`src/rtl/memshare_l1pard_sched_pkg.sv`:
```
// Shared types, default geometry and helpers for the Type-0 L1PA read scheduler.
package memshare_l1pard_sched_pkg;

    localparam int unsigned DEF_ADDR_BITWIDTH = 5;
    localparam int unsigned DEF_PAGE_NUM      = 32;
    localparam int unsigned DEF_REG_BITWIDTH  = 7;
    localparam int unsigned DEF_RD_CYCLE      = 1;

    typedef enum logic [2:0] {
        ST_IDLE  = 3'd0,
        ST_INIT  = 3'd1,
        ST_ISSUE = 3'd2,
        ST_DRAIN = 3'd3,
        ST_DONE  = 3'd4
    } rdsched_state_t;

    // Requested run length limited to the number of physical pages.
    function automatic int unsigned clamp_page_cnt(input int unsigned cnt,
                                                   input int unsigned page_num);
        return (cnt > page_num) ? page_num : cnt;
    endfunction

endpackage

```
`src/rtl/memshare_l1pard_sched_vpipe.sv`:
```
// Valid-strobe delay line matching the regfile read latency.
module memshare_l1pard_sched_vpipe #(
    parameter int unsigned DEPTH = 1
) (
    input  logic clk,
    input  logic rst_n,
    input  logic din,
    output logic dout,
    output logic empty_c
);

    logic [DEPTH-1:0] stage_q;
    logic [DEPTH-1:0] stage_d;

    generate
        if (DEPTH == 1) begin : g_single
            assign stage_d = din;
        end else begin : g_multi
            assign stage_d = {stage_q[DEPTH-2:0], din};
        end
    endgenerate

    always_ff @(posedge clk or negedge rst_n) begin
        if (!rst_n) begin
            stage_q <= '0;
        end else begin
            stage_q <= stage_d;
        end
    end

    assign dout    = stage_q[DEPTH-1];
    // Empty once this cycle's shift lands, so the drain exits without an idle bubble.
    assign empty_c = ~|stage_d;

endmodule

```
`src/rtl/memshare_l1pard_sched.sv`:
```
// Type-0 L1PA regfile read scheduler: issues a run of page reads and gates host config writes.
module memshare_l1pard_sched
    import memshare_l1pard_sched_pkg::*;
#(
    parameter int unsigned TYPE0_ADDR_BITWIDTH = DEF_ADDR_BITWIDTH,
    parameter int unsigned TYPE0_PAGE_NUM      = DEF_PAGE_NUM,
    parameter int unsigned TYPE0_REG_BITWIDTH  = DEF_REG_BITWIDTH,
    parameter int unsigned REGFILE_RD_CYCLE    = DEF_RD_CYCLE
) (
    input  logic                           clk,
    input  logic                           rst_n,
    input  logic                           start,
    input  logic [TYPE0_ADDR_BITWIDTH-1:0] page_base,
    input  logic [TYPE0_ADDR_BITWIDTH:0]   page_cnt,
    input  logic                           stall,
    input  logic                           cfg_valid,
    input  logic [TYPE0_ADDR_BITWIDTH-1:0] cfg_waddr,
    input  logic [TYPE0_REG_BITWIDTH-1:0]  cfg_wdata,
    output logic                           cfg_ready,
    output logic [TYPE0_ADDR_BITWIDTH-1:0] reg_type0_raddr,
    output logic [TYPE0_ADDR_BITWIDTH-1:0] reg_type0_waddr_c,
    output logic [TYPE0_REG_BITWIDTH-1:0]  reg_type0_wdata_c,
    output logic                           reg_type0_we_c,
    output logic                           delta_pipe_rst_n,
    output logic                           rd_valid,
    output logic                           busy,
    output logic                           done
);

    localparam int unsigned AW = TYPE0_ADDR_BITWIDTH;
    localparam int unsigned CW = TYPE0_ADDR_BITWIDTH + 1;

    rdsched_state_t state_q;
    rdsched_state_t state_d;

    logic [AW-1:0] base_q;
    logic [AW-1:0] raddr_q;
    logic [CW-1:0] cnt_q;
    logic [CW-1:0] idx_q;
    logic [CW-1:0] cnt_clamped;
    logic [AW-1:0] raddr_next;
    logic          issue;
    logic          pipe_empty;
    logic          run_accept;
    logic          last_issue;

    assign cnt_clamped = CW'(clamp_page_cnt(32'(page_cnt), TYPE0_PAGE_NUM));
    // Wrap at the page count, which need not be a power of two.
    assign raddr_next  = (raddr_q == AW'(TYPE0_PAGE_NUM - 1)) ? '0 : raddr_q + AW'(1);
    assign run_accept  = (state_q == ST_IDLE) && start && (page_cnt != '0);
    assign last_issue  = (idx_q == cnt_q - CW'(1));

    always_ff @(posedge clk or negedge rst_n) begin
        if (!rst_n) begin
            state_q <= ST_IDLE;
        end else begin
            state_q <= state_d;
        end
    end

    always_comb begin
        state_d = state_q;
        issue   = 1'b0;
        case (state_q)
            ST_IDLE: begin
                if (start) begin
                    state_d = (page_cnt == '0) ? ST_DONE : ST_INIT;
                end
            end
            ST_INIT: begin
                state_d = ST_ISSUE;
            end
            ST_ISSUE: begin
                if (!stall) begin
                    issue = 1'b1;
                    if (last_issue) begin
                        state_d = ST_DRAIN;
                    end
                end
            end
            ST_DRAIN: begin
                if (pipe_empty) begin
                    state_d = ST_DONE;
                end
            end
            ST_DONE: begin
                state_d = ST_IDLE;
            end
            default: begin
                state_d = ST_IDLE;
            end
        endcase
    end

    // Run context and read address counter.
    always_ff @(posedge clk or negedge rst_n) begin
        if (!rst_n) begin
            base_q  <= '0;
            cnt_q   <= '0;
            idx_q   <= '0;
            raddr_q <= '0;
        end else begin
            if (run_accept) begin
                base_q <= page_base;
                cnt_q  <= cnt_clamped;
                idx_q  <= '0;
            end
            if (state_q == ST_INIT) begin
                raddr_q <= base_q;
            end else if (issue) begin
                raddr_q <= raddr_next;
                idx_q   <= idx_q + CW'(1);
            end
        end
    end

    // Status outputs are registered from the next state so they line up with it.
    always_ff @(posedge clk or negedge rst_n) begin
        if (!rst_n) begin
            cfg_ready        <= 1'b1;
            busy             <= 1'b0;
            done             <= 1'b0;
            delta_pipe_rst_n <= 1'b0;
        end else begin
            cfg_ready        <= (state_d == ST_IDLE);
            busy             <= (state_d != ST_IDLE);
            done             <= (state_d == ST_DONE);
            delta_pipe_rst_n <= (state_d != ST_INIT);
        end
    end

    memshare_l1pard_sched_vpipe #(
        .DEPTH (REGFILE_RD_CYCLE)
    ) u_vpipe (
        .clk     (clk),
        .rst_n   (rst_n),
        .din     (issue),
        .dout    (rd_valid),
        .empty_c (pipe_empty)
    );

    assign reg_type0_raddr   = raddr_q;
    assign reg_type0_waddr_c = cfg_waddr;
    assign reg_type0_wdata_c = cfg_wdata;
    assign reg_type0_we_c    = cfg_valid & cfg_ready;

endmodule
```
`config.mk`:
```
export PLATFORM = sky130hd
export DESIGN_NAME = memshare_l1pard_sched
export DESIGN_NICKNAME = d
export VERILOG_FILES = /design/src/rtl/memshare_l1pard_sched_pkg.sv /design/src/rtl/memshare_l1pard_sched_vpipe.sv /design/src/rtl/memshare_l1pard_sched.sv
export SDC_FILE = /design/constraint.sdc
export NUM_CORES = 1
export LEC_CHECK = 0
export ABC_AREA = 1
export BUFFER_PORTS_ARGS = -buffer_cell sky130_fd_sc_hd__buf_4
export CAP_MARGIN = 10
export CELL_PAD_IN_SITES_DETAIL_PLACEMENT = 0
export CELL_PAD_IN_SITES_GLOBAL_PLACEMENT = 1
export CORE_MARGIN = 2
export CORE_UTILIZATION = 39
export DETAILED_ROUTE_END_ITERATION = 12
export PLACE_DENSITY = 0.9
export SETUP_SLACK_MARGIN = 0.5
export SYNTH_ARGS = -nofsm -noshare
export SYNTH_HDL_FRONTEND = slang
export SYNTH_SLANG_ARGS = --single-unit
```
`constraint.sdc`:
```
create_clock -name clk -period 3.7 [get_ports clk]
set_clock_uncertainty 0.2 [all_clocks]
set_input_delay 0.555 -clock clk [delete_from_list [all_inputs] [get_ports clk]]
set_output_delay 0.555 -clock clk [all_outputs]
set_load 0.01 [all_outputs]
```
==> impl_metrics.tcl <==
set metrics [dict create \
    initial_core_util 0.410 \
    final-seq-area_um2 752 \
    combPwrFrac 0.420 \
    maxCapViolCount 0 \
    min-delay-start "page_base[1]" \
    post_drt_via_cell_ratio 4.69 \
    numPortBuffers 26 \
    drive_above_1_share 0.222 \
    swShare 0.400 \
    ys_seq_area_frac 0.455 \
    multi_input_area_um2 669 \
    rr_worst_depth 7 \
    p_switching_mw 0.564 \
    cts_num_sinks 30 \
    gp_congestion 0.756 \
    critPathMaxStageDelay_ps 530 \
    synth_area_per_cell_um2 8.26 \
    clkLatencyLatePin_ps 280 \
    clock_path_buffers 2 \
    synth_area_um2 1650 \
    criticalPathCategory "reg2out" \
    ys_ff_latch 30 \
    drc 0 \
    grt_usage 0.153 \
    antenna_cells 0 \
    hold_class "in2reg" \
    overflow 0 \
    irDropWorstVdd_uv 327 \
    reg2reg_slack_ps 2070 \
    grt_setup_unrepaired "false" \
    slew_violations 0 \
    fin_crit_ps 1760 \
    ctsRootBufferMaster "clkbuf_8" \
    num_io_pins 51 \
    hpwl_um 2340 \
    netlist_instances 200 \
    dieWidth_um 69.1 \
    ctsResizeCount 0 \
    dieArea_um2 4770 \
    p_int_mw 0.846 \
    fmax_mhz 570 \
    cts_tree "built" \
    holdPathStages 3 \
    cts_made_buffers 5 \
    hold-path-endpoint "base_q[1]" \
    num_rows 23 \
    cellPowerDensity_nw_per_um2 747 \
    endpoint_kind "output port" \
    wl_um 3170 \
    yosys_warnings 0 \
    dr.pass1.iters 4 \
    worst_slew_pin_slew_ps 372 \
    ant_nets 0 \
    status "complete, no violations" \
    yosysUniqueCellTypes 30 \
    power_leakage_nw 1.02 \
    synth_nets 232 \
    setup_viol 0 \
    drtIter0Drc 66 \
    first_global_vias 1217 \
    p_seq_frac 0.389 \
    critPathLaunchType "flop" \
    antenna_found_initial 0 \
    areaGrowthSynthToFinish_pct 14.2 \
    cp.arrival_ps 1000 \
    critPathRequiredTime_ps 2940 \
    slew_headroom 0.752 \
    grt_max_degree 31 \
    crit_chain "nand2_1 > inv_1 > buf_4" \
    vias 1271 \
    hold_viol 0 \
    coreArea_um2 4030 \
    n_fill_cell 430 \
    critPathMaxFanout 2 \
    wl_per_cell_um 11.7 \
    clkPwrFrac 0.191 \
    crit-reg2reg-launch "reg_type0_raddr[0]" \
    nNetsFinal 252 \
    period_share 0.474 \
    htreeDepth 2 \
    cpMaxStageDelayCell "dfstp_2" \
    critPathLaunch "cfg_ready" \
    p_total_mw 1.41 \
    setup_ws_ps 1940 \
    post-place-ws_ps 1930 \
    whs_ps 271 \
    tns_ps 0 \
    grt_pass1_wl_um 5700 \
    path_clk_slew_ps 60 \
    r2r-end "reg_type0_raddr[2]" \
    fp.dieH_um 69.1 \
]
## cells in the final DEF, fill, tap and decap left out, types with 3 or more instances in the layout
master / n
nor2_1: 14
nand3_1: 21
o21ai_2: 6
o21ai_0: 3
dfrtp_1: 29
nand2_1: 63
xor2_1: 3
inv_1: 24
ha_1: 4
clkbuf_8: 6
buf_4: 26
## state kept, by name, summed over array words and instances (netlist names)
| register | count |
|---|---|
| cnt_q | 6 |
| idx_q | 6 |
| base_q | 5 |
| reg_type0_raddr | 5 |
| state_q | 3 |
| busy | 1 |
| cfg_ready | 1 |
| delta_pipe_rst_n | 1 |
| done | 1 |
| u_vpipe.dout | 1 |
## metrics by stage
| step | util | std cells | instance area (µm²) |
|---|---|---|---|
| after global routing | 0.469 | 271 | 1890 |
| after detailed placement | 0.443 | 262 | 1790 |
| final | 0.469 | 271 | 1890 |
| after global placement | 0.443 | 262 | 1790 |
| after floorplan | - | 200 | 1650 |
| after CTS | 0.469 | 271 | 1890 |
## synth_stat cells
| master | instances | area [µm²] |
|---|---|---|
| o22ai_1 | 1 | 6.26 |
| clkbuf_8 | 1 | 13.8 |
| buf_4 | 12 | 90.1 |
| inv_2 | 1 | 3.75 |
| nor3_2 | 1 | 10.0 |
| inv_1 | 24 | 90.1 |
| a22oi_1 | 1 | 7.51 |
| nand3_2 | 1 | 10.0 |
| nand2_1 | 63 | 236 |
| nand2_4 | 1 | 11.3 |
| nand3b_4 | 1 | 20.0 |
| inv_6 | 1 | 8.76 |
| nand3b_1 | 1 | 7.51 |
| nand4_1 | 2 | 12.5 |
| or2_2 | 1 | 6.26 |
| buf_12 | 1 | 20.0 |
| o31ai_1 | 1 | 7.51 |
| dfstp_2 | 1 | 26.3 |
| nand3_1 | 21 | 105 |
| a21oi_1 | 1 | 5.00 |
| o211ai_1 | 1 | 7.51 |
| ha_1 | 4 | 50.1 |
| nor2_1 | 14 | 52.6 |
| o311ai_0 | 1 | 8.76 |
| nor2_4 | 1 | 11.3 |
| o21ai_2 | 6 | 52.6 |
| clkinv_2 | 1 | 5.00 |
| dfrtp_1 | 29 | 726 |
| o21ai_0 | 3 | 15.0 |
| xor2_1 | 3 | 26.3 |
## per-layer routing
layer	global-route usage	share of wire
met1	0.210	0.49
met2	0.213	0.44
met3	0.0556	0.066
met4	0.0741	0.011
met5	0	0
## final cells by class
cell class	instances	share of cell area
sequential	30	0.398
multi-input combinational	129	0.355
clock buffer	7	0.0457
clock inverter	1	0.00265
tap	50	0.0331
inverter	27	0.0570
timing repair buffer	27	0.109
## worst max path at each step
stage / to / slack [ps] / depth (start not counted)
finish: reg_type0_we_c / 1940 / 3
global route: state_q[0] / 1850 / 10
CTS: reg_type0_we_c / 1930 / 3
detailed placement: busy / 1930 / 7
global placement: busy / 1960 / 7
floorplan: reg_type0_raddr[0] / 2180 / 5
## power by group through the flow
stage | registers (mW) | logic (mW) | clock network (mW)
2_1_floorplan | 0.555 | 0.433 | 0
3_3_place_gp | 0.549 | 0.584 | 0
3_5_place_dp | 0.553 | 0.594 | 0
4_1_cts | 0.548 | 0.601 | 0.277
5_1_grt | 0.565 | 0.687 | 0.293
6_report | 0.548 | 0.592 | 0.270
## kinds of logic (layout without fill, tap and decap cells)
kind of cell	count (synthesis)	count (layout)	synth area share
xor gates and xnor gates	3	3	0.0159
AOI/OAI and AO/OA	15	15	0.0666
adders and majority gates	4	4	0.0303
and+or+nand+nor	107	107	0.292
DFF	30	30	0.455
buffers and inverters	41	62	0.140
## critical path: cells and delay by family, from the launching register on
kind                   cells  cell delay (ps)
AND/OR/NAND/NOR            1               40
flip-flops                 1              530
buffers and inverters      2              150
## what timing repair did
item,in CTS,in global routing
setup endpoints to repair,0,0
hold buffers,1,0
buffers inserted,0,0
endpoints found under the hold margin,5,0
(Power assumes the default switching activity.)
